--- config.mk ---
export PLATFORM = sky130hd
export DESIGN_NAME = id_ex_stage_flat
export DESIGN_NICKNAME = d
export VERILOG_FILES = /design/src/rtl/id_ex_stage_if.sv /design/src/rtl/id_ex_stage.sv /design/src/flat_wrapper.sv
export SDC_FILE = /design/constraint.sdc
export NUM_CORES = 1
export LEC_CHECK = 0
export CAP_MARGIN = 20
export CORE_ASPECT_RATIO = 0.7
export CORE_MARGIN = 10
export CORE_UTILIZATION = 38
export CTS_BUF_LIST = sky130_fd_sc_hd__clkbuf_16
export CTS_CLUSTER_DIAMETER = 30
export DETAILED_ROUTE_END_ITERATION = 6
export PLACE_DENSITY = 0.85
export SYNTH_ARGS = -nofsm -noshare
export SYNTH_HDL_FRONTEND = slang
export SYNTH_SLANG_ARGS = --single-unit
--- constraint.sdc ---
create_clock -name clk -period 4.7 [get_ports clk]
set_clock_uncertainty 0.05 [all_clocks]
set_input_delay 0.94 -clock clk [delete_from_list [all_inputs] [get_ports clk]]
set_output_delay 0.94 -clock clk [all_outputs]
set_load 0.05 [all_outputs]
--- src/rtl/id_ex_stage_if.sv ---
// ID/EX stage bus: decoded operands and control from ID, forwarding sources
// from EX/MEM and MEM/WB, and the registered operands driven into the ALU.
// master = pipeline control / surrounding stages, slave = id_ex_stage.
interface id_ex_stage_if #(
  parameter int DATA_WIDTH     = 16,
  parameter int REG_ADDR_WIDTH = 3
);
  logic                      stall;
  logic                      flush;
  logic                      id_valid;
  logic [REG_ADDR_WIDTH-1:0] id_rs_addr;
  logic [REG_ADDR_WIDTH-1:0] id_rt_addr;
  logic [REG_ADDR_WIDTH-1:0] id_rd_addr;
  logic [DATA_WIDTH-1:0]     id_rs_data;
  logic [DATA_WIDTH-1:0]     id_rt_data;
  logic [DATA_WIDTH-1:0]     id_imm;
  logic [2:0]                id_ALU_Control;
  logic                      id_ALUSrc;
  logic [3:0]                id_ctrl;
  logic                      exmem_RegWrite;
  logic [REG_ADDR_WIDTH-1:0] exmem_rd_addr;
  logic [DATA_WIDTH-1:0]     exmem_result;
  logic                      memwb_RegWrite;
  logic [REG_ADDR_WIDTH-1:0] memwb_rd_addr;
  logic [DATA_WIDTH-1:0]     memwb_result;
  logic [DATA_WIDTH-1:0]     input_A;
  logic [DATA_WIDTH-1:0]     input_B;
  logic [2:0]                ALU_Control;
  logic [DATA_WIDTH-1:0]     ex_store_data;
  logic [REG_ADDR_WIDTH-1:0] ex_rd_addr;
  logic [3:0]                ex_ctrl;
  logic                      ex_valid;
  logic                      load_use_stall;

  modport master (
    output stall, flush, id_valid, id_rs_addr, id_rt_addr, id_rd_addr,
           id_rs_data, id_rt_data, id_imm, id_ALU_Control, id_ALUSrc, id_ctrl,
           exmem_RegWrite, exmem_rd_addr, exmem_result,
           memwb_RegWrite, memwb_rd_addr, memwb_result,
    input  input_A, input_B, ALU_Control, ex_store_data,
           ex_rd_addr, ex_ctrl, ex_valid, load_use_stall
  );

  modport slave (
    input  stall, flush, id_valid, id_rs_addr, id_rt_addr, id_rd_addr,
           id_rs_data, id_rt_data, id_imm, id_ALU_Control, id_ALUSrc, id_ctrl,
           exmem_RegWrite, exmem_rd_addr, exmem_result,
           memwb_RegWrite, memwb_rd_addr, memwb_result,
    output input_A, input_B, ALU_Control, ex_store_data,
           ex_rd_addr, ex_ctrl, ex_valid, load_use_stall
  );
endinterface

--- src/rtl/id_ex_stage.sv ---
// ID/EX pipeline register with operand forwarding into the 16-bit ALU and
// load-use hazard detection (one-cycle bubble request).
// Build option: define FORWARDING_EN to enable EX/MEM and MEM/WB forwarding;
// without it the ALU operands come from the latched register-file data only.
module id_ex_stage #(
  parameter int DATA_WIDTH     = 16,
  parameter int REG_ADDR_WIDTH = 3
) (
  input logic          clk,
  input logic          reset,
  id_ex_stage_if.slave bus
);
  // id_ctrl = {RegWrite, MemRead, MemWrite, MemtoReg}
  localparam int CTRL_MEMREAD = 2;

  logic                      valid_q,    valid_d;
  logic [REG_ADDR_WIDTH-1:0] rs_addr_q,  rs_addr_d;
  logic [REG_ADDR_WIDTH-1:0] rt_addr_q,  rt_addr_d;
  logic [REG_ADDR_WIDTH-1:0] rd_addr_q,  rd_addr_d;
  logic [3:0]                ctrl_q,     ctrl_d;
  logic [2:0]                alu_ctrl_q, alu_ctrl_d;
  logic                      alu_src_q,  alu_src_d;
  logic [DATA_WIDTH-1:0]     rs_data_q,  rs_data_d;
  logic [DATA_WIDTH-1:0]     rt_data_q,  rt_data_d;
  logic [DATA_WIDTH-1:0]     imm_q,      imm_d;

  logic [DATA_WIDTH-1:0]     fwd_rs;
  logic [DATA_WIDTH-1:0]     fwd_rt;
  logic                      load_use;

`ifdef FORWARDING_EN
  // Operand selection: the younger EX/MEM result wins over MEM/WB; r0 never forwards.
  always_comb begin
    fwd_rs = rs_data_q;
    if (bus.exmem_RegWrite && (bus.exmem_rd_addr == rs_addr_q) && (rs_addr_q != '0))
      fwd_rs = bus.exmem_result;
    else if (bus.memwb_RegWrite && (bus.memwb_rd_addr == rs_addr_q) && (rs_addr_q != '0))
      fwd_rs = bus.memwb_result;

    fwd_rt = rt_data_q;
    if (bus.exmem_RegWrite && (bus.exmem_rd_addr == rt_addr_q) && (rt_addr_q != '0))
      fwd_rt = bus.exmem_result;
    else if (bus.memwb_RegWrite && (bus.memwb_rd_addr == rt_addr_q) && (rt_addr_q != '0))
      fwd_rt = bus.memwb_result;
  end
`else
  // Operand selection: latched register-file data only; ALU-ALU dependencies are
  // the compiler's problem in this build.
  always_comb begin
    fwd_rs = rs_data_q;
    fwd_rt = rt_data_q;
  end

  logic unused_fwd_src;
  assign unused_fwd_src = ^{bus.exmem_RegWrite, bus.exmem_rd_addr, bus.exmem_result,
                            bus.memwb_RegWrite, bus.memwb_rd_addr, bus.memwb_result};
`endif

  // Load in EX whose destination is a nonzero source of the instruction in ID.
  always_comb begin
    load_use = valid_q && ctrl_q[CTRL_MEMREAD] && bus.id_valid && (rd_addr_q != '0) &&
               ((rd_addr_q == bus.id_rs_addr) || (rd_addr_q == bus.id_rt_addr));
  end

  // Next-state: flush > stall > load-use bubble > normal load (reset is in the flop).
  always_comb begin
    valid_d    = valid_q;
    rs_addr_d  = rs_addr_q;
    rt_addr_d  = rt_addr_q;
    rd_addr_d  = rd_addr_q;
    ctrl_d     = ctrl_q;
    alu_ctrl_d = alu_ctrl_q;
    alu_src_d  = alu_src_q;
    rs_data_d  = rs_data_q;
    rt_data_d  = rt_data_q;
    imm_d      = imm_q;

    if (bus.flush || (!bus.stall && (load_use || !bus.id_valid))) begin
      valid_d    = 1'b0;
      rs_addr_d  = '0;
      rt_addr_d  = '0;
      rd_addr_d  = '0;
      ctrl_d     = '0;
      alu_ctrl_d = '0;
      alu_src_d  = 1'b0;
      rs_data_d  = '0;
      rt_data_d  = '0;
      imm_d      = '0;
    end else if (bus.stall) begin
      // Capture forwarded values so a result leaving MEM/WB during the hold is kept.
      rs_data_d = fwd_rs;
      rt_data_d = fwd_rt;
    end else begin
      valid_d    = 1'b1;
      rs_addr_d  = bus.id_rs_addr;
      rt_addr_d  = bus.id_rt_addr;
      rd_addr_d  = bus.id_rd_addr;
      ctrl_d     = bus.id_ctrl;
      alu_ctrl_d = bus.id_ALU_Control;
      alu_src_d  = bus.id_ALUSrc;
      rs_data_d  = bus.id_rs_data;
      rt_data_d  = bus.id_rt_data;
      imm_d      = bus.id_imm;
    end
  end

  // Pipeline register with synchronous reset.
  always_ff @(posedge clk) begin
    if (reset) begin
      valid_q    <= 1'b0;
      rs_addr_q  <= '0;
      rt_addr_q  <= '0;
      rd_addr_q  <= '0;
      ctrl_q     <= '0;
      alu_ctrl_q <= '0;
      alu_src_q  <= 1'b0;
      rs_data_q  <= '0;
      rt_data_q  <= '0;
      imm_q      <= '0;
    end else begin
      valid_q    <= valid_d;
      rs_addr_q  <= rs_addr_d;
      rt_addr_q  <= rt_addr_d;
      rd_addr_q  <= rd_addr_d;
      ctrl_q     <= ctrl_d;
      alu_ctrl_q <= alu_ctrl_d;
      alu_src_q  <= alu_src_d;
      rs_data_q  <= rs_data_d;
      rt_data_q  <= rt_data_d;
      imm_q      <= imm_d;
    end
  end

  assign bus.input_A        = fwd_rs;
  assign bus.input_B        = alu_src_q ? imm_q : fwd_rt;
  assign bus.ex_store_data  = fwd_rt;
  assign bus.ALU_Control    = alu_ctrl_q;
  assign bus.ex_rd_addr     = rd_addr_q;
  assign bus.ex_ctrl        = ctrl_q;
  assign bus.ex_valid       = valid_q;
  assign bus.load_use_stall = load_use;
endmodule

--- src/flat_wrapper.sv ---
// flat-port wrapper written by rule: the top's interface ports become plain ports
module id_ex_stage_flat 
#(
  parameter int DATA_WIDTH     = 16,
  parameter int REG_ADDR_WIDTH = 3
)
  (clk, reset, bus_stall, bus_flush, bus_id_valid, bus_id_rs_addr, bus_id_rt_addr, bus_id_rd_addr, bus_id_rs_data, bus_id_rt_data, bus_id_imm, bus_id_ALU_Control, bus_id_ALUSrc, bus_id_ctrl, bus_exmem_RegWrite, bus_exmem_rd_addr, bus_exmem_result, bus_memwb_RegWrite, bus_memwb_rd_addr, bus_memwb_result, bus_input_A, bus_input_B, bus_ALU_Control, bus_ex_store_data, bus_ex_rd_addr, bus_ex_ctrl, bus_ex_valid, bus_load_use_stall);
  id_ex_stage_if #(.DATA_WIDTH(DATA_WIDTH), .REG_ADDR_WIDTH(REG_ADDR_WIDTH)) bus_i ();
  input logic clk;
  input logic reset;
  input wire logic [$bits(bus_i.stall)-1:0] bus_stall;
  input wire logic [$bits(bus_i.flush)-1:0] bus_flush;
  input wire logic [$bits(bus_i.id_valid)-1:0] bus_id_valid;
  input wire logic [$bits(bus_i.id_rs_addr)-1:0] bus_id_rs_addr;
  input wire logic [$bits(bus_i.id_rt_addr)-1:0] bus_id_rt_addr;
  input wire logic [$bits(bus_i.id_rd_addr)-1:0] bus_id_rd_addr;
  input wire logic [$bits(bus_i.id_rs_data)-1:0] bus_id_rs_data;
  input wire logic [$bits(bus_i.id_rt_data)-1:0] bus_id_rt_data;
  input wire logic [$bits(bus_i.id_imm)-1:0] bus_id_imm;
  input wire logic [$bits(bus_i.id_ALU_Control)-1:0] bus_id_ALU_Control;
  input wire logic [$bits(bus_i.id_ALUSrc)-1:0] bus_id_ALUSrc;
  input wire logic [$bits(bus_i.id_ctrl)-1:0] bus_id_ctrl;
  input wire logic [$bits(bus_i.exmem_RegWrite)-1:0] bus_exmem_RegWrite;
  input wire logic [$bits(bus_i.exmem_rd_addr)-1:0] bus_exmem_rd_addr;
  input wire logic [$bits(bus_i.exmem_result)-1:0] bus_exmem_result;
  input wire logic [$bits(bus_i.memwb_RegWrite)-1:0] bus_memwb_RegWrite;
  input wire logic [$bits(bus_i.memwb_rd_addr)-1:0] bus_memwb_rd_addr;
  input wire logic [$bits(bus_i.memwb_result)-1:0] bus_memwb_result;
  output wire logic [$bits(bus_i.input_A)-1:0] bus_input_A;
  output wire logic [$bits(bus_i.input_B)-1:0] bus_input_B;
  output wire logic [$bits(bus_i.ALU_Control)-1:0] bus_ALU_Control;
  output wire logic [$bits(bus_i.ex_store_data)-1:0] bus_ex_store_data;
  output wire logic [$bits(bus_i.ex_rd_addr)-1:0] bus_ex_rd_addr;
  output wire logic [$bits(bus_i.ex_ctrl)-1:0] bus_ex_ctrl;
  output wire logic [$bits(bus_i.ex_valid)-1:0] bus_ex_valid;
  output wire logic [$bits(bus_i.load_use_stall)-1:0] bus_load_use_stall;
  assign bus_i.stall = bus_stall;
  assign bus_i.flush = bus_flush;
  assign bus_i.id_valid = bus_id_valid;
  assign bus_i.id_rs_addr = bus_id_rs_addr;
  assign bus_i.id_rt_addr = bus_id_rt_addr;
  assign bus_i.id_rd_addr = bus_id_rd_addr;
  assign bus_i.id_rs_data = bus_id_rs_data;
  assign bus_i.id_rt_data = bus_id_rt_data;
  assign bus_i.id_imm = bus_id_imm;
  assign bus_i.id_ALU_Control = bus_id_ALU_Control;
  assign bus_i.id_ALUSrc = bus_id_ALUSrc;
  assign bus_i.id_ctrl = bus_id_ctrl;
  assign bus_i.exmem_RegWrite = bus_exmem_RegWrite;
  assign bus_i.exmem_rd_addr = bus_exmem_rd_addr;
  assign bus_i.exmem_result = bus_exmem_result;
  assign bus_i.memwb_RegWrite = bus_memwb_RegWrite;
  assign bus_i.memwb_rd_addr = bus_memwb_rd_addr;
  assign bus_i.memwb_result = bus_memwb_result;
  assign bus_input_A = bus_i.input_A;
  assign bus_input_B = bus_i.input_B;
  assign bus_ALU_Control = bus_i.ALU_Control;
  assign bus_ex_store_data = bus_i.ex_store_data;
  assign bus_ex_rd_addr = bus_i.ex_rd_addr;
  assign bus_ex_ctrl = bus_i.ex_ctrl;
  assign bus_ex_valid = bus_i.ex_valid;
  assign bus_load_use_stall = bus_i.load_use_stall;
  id_ex_stage #(.DATA_WIDTH(DATA_WIDTH), .REG_ADDR_WIDTH(REG_ADDR_WIDTH)) u_core (.clk(clk), .reset(reset), .bus(bus_i));
endmodule
==> results.cfg, run 1 <==
[run_status]
status = finished, final reports clean

[critical_path]
worst_path_max_delay_cell = clkdlybuf4s50_1
path_buf_inv = 2
worstPathCellList = clkdlybuf4s50_1, xnor2_1, nand3_1, a21oi_1, clkdlybuf4s50_1
path_common_cell = clkdlybuf4s50_1
cp-end-kind = primary output
worst-setup-path-type = primary input to primary output
max_stage_delay_ps = 860
crit_family = buffers and inverters
crit_fanout = 2
start_kind = primary input
critPathArrivalTime_ps = 2820
worstPathRequired_ps = 3710

[detailed_routing]
drt_iter0_markers = 94
vias_per_cell = 4.99
ant_nets = 0
wirelength_um = 7870
drt_pass1_iterations = 4
wire_per_inst_um = 18.1
num_vias = 2164
drc_errors = 0

[synth]
synthTopCellsByCount = 60 x dfxtp_1, 59 x mux2i_1, 59 x nor3_1
syn_nets = 342
syn_inst = 232
synth_top_cell_area_share_pct = 48.3
async_flop_share_pct = 0
syn_area_um2 = 2490
yosysUniqueCellTypes = 18
syn_avg_cell_area_um2 = 10.7
synth-edff-count = 0
ys_seq_area_share_pct = 48.3
yosysTopAreaCell = dfxtp_1
yosysMostFrequentCell = dfxtp_1
yosys_warnings = 0
synth-seq-cells = 60
synth_ff_type = dfxtp_1
ys_top_cells_by_area = dfxtp_1 48%, mux2i_1 24%, nor3_1 12%

[global_routing]
grt_pass1_vias = 2266
grt_max_degree = 64
grtUsageMet2_pct = 25.4
overflow = 0
grtUsageMet1_pct = 16.4
grt_pass1_wl_um = 12200
grt.total_usage_pct = 15.1
antenna_found_initial = 0
grt.met3_usage_pct = 7.65
busiest_layer = met2

[power]
p_leak_nw = 1.60
internal_power_mw = 1.03
power.density_nw_per_um2 = 328
vdd_drop_max_mv = 0.208
power_mw = 1.34
switching_share_pct = 23.7
p_sw_uw = 318
p_seq_share_pct = 39.7
combPwrFrac_pct = 15.5
clockPowerShare_pct = 44.7

[sta]
worst_slew_pin_slew_ps = 1060
slew_violations = 0
rsz0062_at_grt = no
min_period_ps = 3810
hold_viol = 0
tns_ps = 0
timing.final.crit_share_pct = 81.1
fmax_mhz = 262
finalSetupViolCount = 0
slew_headroom_pct = 29.4

[floorplanning]
io_pins = 170
die_y_um = 87.7
core_um2 = 6310
initial_core_util_pct = 39.5
fp-row-count = 24
die_w_um = 117
die-area_um2 = 10200

[clock_tree]
clock_path_buffers = 2
hold_buffers = 0
cts-root-buf = clkbuf_16
ctsHtreeMaxLevel = 3
cts_resized = 0
post-cts-setup-buffer-count = 0
insertion_delay_ps = 320
cts-buffers-inserted = 9
clkTransAtPathRegs_ps = 50
clkSinkCount = 60
cts_tree = done

[cells_and_area]
num_antenna_cells = 0
drive_gt1_share_pct = 8.99
nFillCells = 533
nets = 463
syn_to_final_growth_pct = 64.6

[placement]
port_buffers = 129
hpwl_um = 5680
gp_congestion = 0.727

[run]
cap_violations = 0

[hold_path]
hp-class = register to register
final timing paths:
path	end	slack (ps)	from	depth (start not counted)
worst max-delay path	bus_load_use_stall	890	bus_id_rs_addr[0]	5
worst min-delay path	u_core.bus.ex_valid	460	u_core.bus.ex_valid	2
worst max register to register	u_core.bus.ex_store_data[2]	2590	u_core.bus.ex_rd_addr[0]	5
worst min register to register	u_core.bus.ex_valid	460	u_core.bus.ex_valid	2
tightest hold or removal path: stages (launching register included):
cell and delay, ps:
dfxtp_1 320, nand3_1 80, o31ai_1 60
cell type report:
cell class / instances / area [µm²] / share of cell area [%]
timing repair buffer: 131 / 1320 / 32.1
multi-input combinational: 151 / 1210 / 29.5
sequential: 60 / 1200 / 29.3
clock buffer: 9 / 225 / 5.50
tap: 78 / 97.6 / 2.38
clock inverter: 5 / 46.3 / 1.13
power by group through the flow:
stage,Combinational [mW],Clock [mW],Sequential (mW)
floorplan,0.0786,0,0.576
CTS,0.210,0.616,0.534
detailed placement,0.209,0,0.544
global route,0.221,0.637,0.536
finish,0.209,0.602,0.534
global placement,0.207,0,0.544
logic make-up after synthesis:
kind of cell           count (synthesis)  share of synthesized area (%)
flip-flops                            60                           48.3
XOR/XNOR                               6                           2.11
multiplexers                          75                           31.0
AND/OR/NAND/NOR                       66                           13.3
buffers and inverters                 21                           4.07
AO/OA/AOI/OAI                          4                           1.31
metrics by stage:
stage	hold slack [ps]	utilization [%]	area (µm²)	instances	setup slack (ps)
after global placement	444	60.6	3820	420	922
final	455	64.9	4100	434	889
after floorplan	452	-	2490	232	1690
after detailed placement	451	60.6	3820	420	889
after global routing	484	64.9	4100	434	819
after CTS	458	64.9	4100	434	883
sequential cells by signal (all words and copies together) (netlist names):
register	count
u_core.bus.ex_valid	1
u_core.imm_q	16
u_core.bus.ex_rd_addr	3
u_core.alu_src_q	1
u_core.bus.ex_ctrl	4
u_core.bus.input_A	16
u_core.bus.ex_store_data	16
u_core.bus.ALU_Control	3
cell usage in the layout (no fill, tap or decap):
| cell | instances |
|---|---|
| o21ai_4 | 1 |
| dfxtp_1 | 60 |
| buf_12 | 1 |
| a221oi_4 | 1 |
| a21oi_1 | 1 |
| nand4_1 | 1 |
| clkinv_2 | 1 |
| nand3_1 | 3 |
| nor3_1 | 59 |
| clkinv_1 | 2 |
| mux2_2 | 16 |
| xnor2_1 | 6 |
| clkdlybuf4s50_1 | 128 |
| buf_4 | 2 |
| nand2_1 | 1 |
| or3_1 | 1 |
| nor2_1 | 1 |
| mux2i_1 | 59 |
| o31ai_1 | 1 |
| inv_1 | 1 |
| clkbuf_16 | 9 |
| bufinv_16 | 1 |
per-layer routing:
metal / vias up / share of wire [%]
li1: 1079 / -
met1: 1006 / 42
met2: 72 / 48
met3: 7 / 10
met4: 0 / 0.76
met5: - / 0
Power figures use the tool's default switching activity.
==> inputs of run 2 (changes only) <==
Settings changed: CORE_UTILIZATION 38 to 35, PLACE_DENSITY 0.85 to 0.8.
Clock period 4.7 ns to 3.6 ns, I/O delays scaled along.
==> run 2 against run 1 <==
Hold slack improved by 14 ps. Core utilization decreased by 3.7 points. Via count grew 1.2%. Largest cell class unchanged. Highest routed layer unchanged. Total power increased by 38%. Critical path depth down 2. Final cell count increased by 5.3%. Global-route usage decreased by 0.51 points. Register-to-register slack got worse by 800 ps. Worst setup slack lost 140 ps. Die area grew 6.8%.
==> results.cfg, run 2 (synthesized netlist as in run 1, its figures left out) <==
[clock_tree]
cts-root-buf = clkbuf_16
insertion_delay_ps = 320
ctsHtreeMaxLevel = 3
clkTransAtPathRegs_ps = 50
hold_buffers = 0
clkSinkCount = 60
clock_path_buffers = 2
cts_tree = done
cts_resized = 0
cts-buffers-inserted = 9
post-cts-setup-buffer-count = 0

[detailed_routing]
wire_per_inst_um = 17.6
drt_iter0_markers = 99
num_vias = 2191
vias_per_cell = 4.79
ant_nets = 0
wirelength_um = 8060
drc_errors = 0
drt_pass1_iterations = 4

[sta]
slew_headroom_pct = 49.1
hold_viol = 0
rsz0062_at_grt = no
tns_ps = 0
min_period_ps = 2850
finalSetupViolCount = 0
fmax_mhz = 351
timing.final.crit_share_pct = 79.2
slew_violations = 0
worst_slew_pin_slew_ps = 763

[global_routing]
antenna_found_initial = 0
grt_pass1_wl_um = 12800
grt_pass1_vias = 2334
grt.total_usage_pct = 14.6
grt_max_degree = 45
overflow = 0

[cells_and_area]
syn_to_final_growth_pct = 67.8
drive_gt1_share_pct = 11.0
nets = 468
mostFrequentLayoutCell = clkdlybuf4s50_1
final_cell_mix = 127 x clkdlybuf4s50_1, 60 x dfxtp_1, 59 x mux2i_1, 59 x nor3_1, 16 x mux2_2
num_antenna_cells = 0
fin_cells = 457

[placement]
gp_congestion = 0.702
hpwl_um = 6040
port_buffers = 129
dp_cells = 441

[floorplanning]
die_y_um = 90.6
core_um2 = 6820
die-area_um2 = 10900
initial_core_util_pct = 36.5
fp-row-count = 25
die_w_um = 121
io_pins = 170

[critical_path]
max_stage_delay_ps = 720
critPathArrivalTime_ps = 2080
worst_path_max_delay_cell = clkdlybuf4s50_1
cp-end-kind = primary output
start_kind = register
r2r_slack_ps = 1790
path_buf_inv = 2
crit_fanout = 14
worstPathCellList = buf_4, mux2_2, clkdlybuf4s50_1
worstPathRequired_ps = 2830
worst-setup-path-type = register to primary output
crit_family = buffers and inverters

[hold_path]
hp-class = register to register

[run_status]
status = finished, final reports clean

[run]
cap_violations = 0

[power]
p_leak_nw = 1.64
vdd_drop_max_mv = 0.230
power.density_nw_per_um2 = 445
run 2: changes by cell type in the layout (fill, tap and decap cells not counted):
cell,change
clkdlybuf4s50_1,-1
buf_4,+7
clkinv_1,-1
clkinvlp_4,+1
inv_1,+1
bufinv_16,+1
buf_12,-1
run 2: where the power goes:
| part | switching (mW) | internal [mW] | total (mW) |
|---|---|---|---|
| combinational | 0.137 | 0.140 | 0.277 |
| sequential | 0.0119 | 0.684 | 0.695 |
| clock | 0.290 | 0.596 | 0.887 |
run 2: cell type report:
cell class | instances | area (µm²)
well taps | 94 | 118
multi-input cells | 151 | 1210
fillers | 600 | 2640
clock buffers | 9 | 225
repair buffers | 136 | 1340
clock inverters | 7 | 83.8
flip-flops and latches | 60 | 1200
run 2: path summary, 6_finish.rpt:
path / cells past startpoint / start / to
min reg2reg: 2 / u_core.bus.ex_valid / u_core.bus.ex_valid
min: 2 / u_core.bus.ex_valid / u_core.bus.ex_valid
max reg2reg: 5 / u_core.bus.ex_rd_addr[2] / u_core.bus.ex_store_data[13]
max: 3 / u_core.alu_src_q / bus_input_B[4]
run 2: metal layers:
layer	track usage, %	share of wire, %	wire (µm)
met4	3.31	0.70	56
met2	22.7	46	3750
met5	0	0	0
met1	17.0	44	3520
met3	8.06	9.1	736
run 2: worst min-delay path: stages (launching register included):
cell     delay, ps
dfxtp_1        320
nand3_1         90
o31ai_1         60
run 2: per-stage QoR:
stage	setup slack [ps]	utilization, %	hold slack, ps	instance area [µm²]	total power [mW]
global route	654	61.2	506	4180	1.93
detailed placement	856	56.7	470	3870	0.987
global placement	874	56.7	451	3870	0.982
floorplan	981	-	452	2490	0.855
finish	750	61.2	469	4180	1.86
CTS	714	61.2	478	4180	1.88
==> inputs of run 3 (changes only) <==
Clock period 3.6 ns to 2.75 ns, I/O delays scaled along.
==> run 3 against run 2 <==
Cell area decreased by 1.3%. Final cell count decreased by 0.22%. Global-route usage about the same. Core utilization decreased by 0.81 points. Register-to-register slack got worse by 840 ps. Flip-flop and latch count unchanged. First-iteration DRC count decreased by 9.1%.
==> results.cfg, run 3 (synthesized netlist as in run 1, its figures left out) <==
[run_status]
status = finished, final reports clean

[cells_and_area]
multi_input_area_um2 = 1210
final_cell_mix = 111 x clkdlybuf4s50_1, 60 x dfxtp_1, 59 x mux2i_1, 59 x nor3_1, 24 x buf_4
drive_gt1_share_pct = 15.7
final_util_pct = 60.4
syn_to_final_growth_pct = 65.6
final-seq-area_um2 = 1200
fin_cells = 456
mostFrequentLayoutCell = clkdlybuf4s50_1
nets = 468
num_antenna_cells = 0
nFillCells = 603

[critical_path]
startpoint = bus_id_rt_addr[2]
path_buf_inv = 2
cp-end-kind = primary output
crit_fanout = 2
crit_family = buffers and inverters
critPathArrivalTime_ps = 1840
start_kind = primary input
worst_path_max_delay_cell = clkdlybuf4s50_1
max_stage_delay_ps = 480
worstPathCellList = clkdlybuf4s50_1, xnor2_1, nand3_1, a21oi_1, buf_12
r2r_start = u_core.bus.ex_rd_addr[2]
worst-setup-path-type = primary input to primary output
worstPathRequired_ps = 2150

[sta]
worst_slew_pin_slew_ps = 538
slew_headroom_pct = 64.0
slew_violations = 0
finalSetupViolCount = 0
tns_ps = 0
rsz0062_at_grt = no
min_period_ps = 2440
fmax_mhz = 410
timing.final.crit_share_pct = 88.6
hold_viol = 0

[detailed_routing]
drt_iter0_markers = 90
vias_per_cell = 4.84
wirelength_um = 7950
routedLengthMet1_um = 3370
drc_errors = 0
top_layer_used = met4
ant_nets = 0
wl_met3_um = 723
dr_wl_met2_um = 3830
wire_per_inst_um = 17.4
num_vias = 2205
drt_pass1_iterations = 4

[floorplanning]
initial_core_util_pct = 36.5
core_um2 = 6820
die_y_um = 90.6
fp-row-count = 25
die_w_um = 121
io_pins = 170
die-area_um2 = 10900

[global_routing]
antenna_found_initial = 0
grt_max_degree = 35
grt_pass1_wl_um = 13000
grt_pass1_vias = 2394
overflow = 0
grt.total_usage_pct = 14.6

[power]
internal_power_mw = 1.76
power.density_nw_per_um2 = 565
p_sw_uw = 567
p_seq_share_pct = 39.1
p_leak_nw = 1.66
vdd_drop_max_mv = 0.298
combPwrFrac_pct = 15.5
clockPowerShare_pct = 45.5
switching_share_pct = 24.3

[clock_tree]
cts-root-buf = clkbuf_16
cts_tree = done
clock_path_buffers = 2
cts-buffers-inserted = 9
insertion_delay_ps = 310
post-cts-setup-buffer-count = 0
cts_resized = 0
hold_buffers = 0
ctsHtreeMaxLevel = 3
clkSinkCount = 60
clkTransAtPathRegs_ps = 50

[run]
cap_violations = 0

[placement]
gp_congestion = 0.747
port_buffers = 129
dp_cells = 441
hpwl_um = 5970

[hold_path]
min-delay-start = u_core.imm_q[3]
hp-class = register to register
## run 3: final cells by class
type,count,area share (%)
Timing Repair Buffer,136,31.8
Multi-Input combinational cell,151,29.3
Sequential cell,60,29.2
Clock buffer,9,5.47
Tap cell,94,2.85
Clock inverter,6,1.37
## run 3: worst reg2reg max path, cell delays in order (launching register included)
cell and delay, ps:
dfxtp_1 450, xnor2_1 150, nand3_1 180, a221oi_4 330, buf_4 380, nor3_1 140
## run 3: final timing paths
kind                                      end  slack, ps  cells after the start
setup reg to reg  u_core.bus.ex_store_data[7]        950                      5
hold reg to reg               u_core.imm_q[3]        480                      2
setup / recovery           bus_load_use_stall        310                      5
hold / removal                u_core.imm_q[3]        480                      2
## run 3: power groups by stage
stage | combinational (mW) | sequential, mW | clock (mW)
final | 0.360 | 0.910 | 1.06
after CTS | 0.364 | 0.910 | 1.09
after global placement | 0.357 | 0.926 | 0
after detailed placement | 0.362 | 0.928 | 0
after floorplan | 0.134 | 0.985 | 0
after global routing | 0.382 | 0.913 | 1.12
## run 3: through the flow
step / power, mW / area (µm²) / worst slack [ps] / hold slack, ps
floorplan: 1.12 / 2490 / 301 / 452
global placement: 1.28 / 3840 / 326 / 452
detailed placement: 1.29 / 3840 / 309 / 467
CTS: 2.36 / 4120 / 306 / 479
global route: 2.42 / 4120 / 255 / 506
finish: 2.33 / 4120 / 314 / 477
## run 3: layer usage
metal  GRT usage, %  vias up
li1               -     1096
met1           16.5     1030
met2           24.1       74
met3           7.31        5
met4           3.01        0
met5              0        -
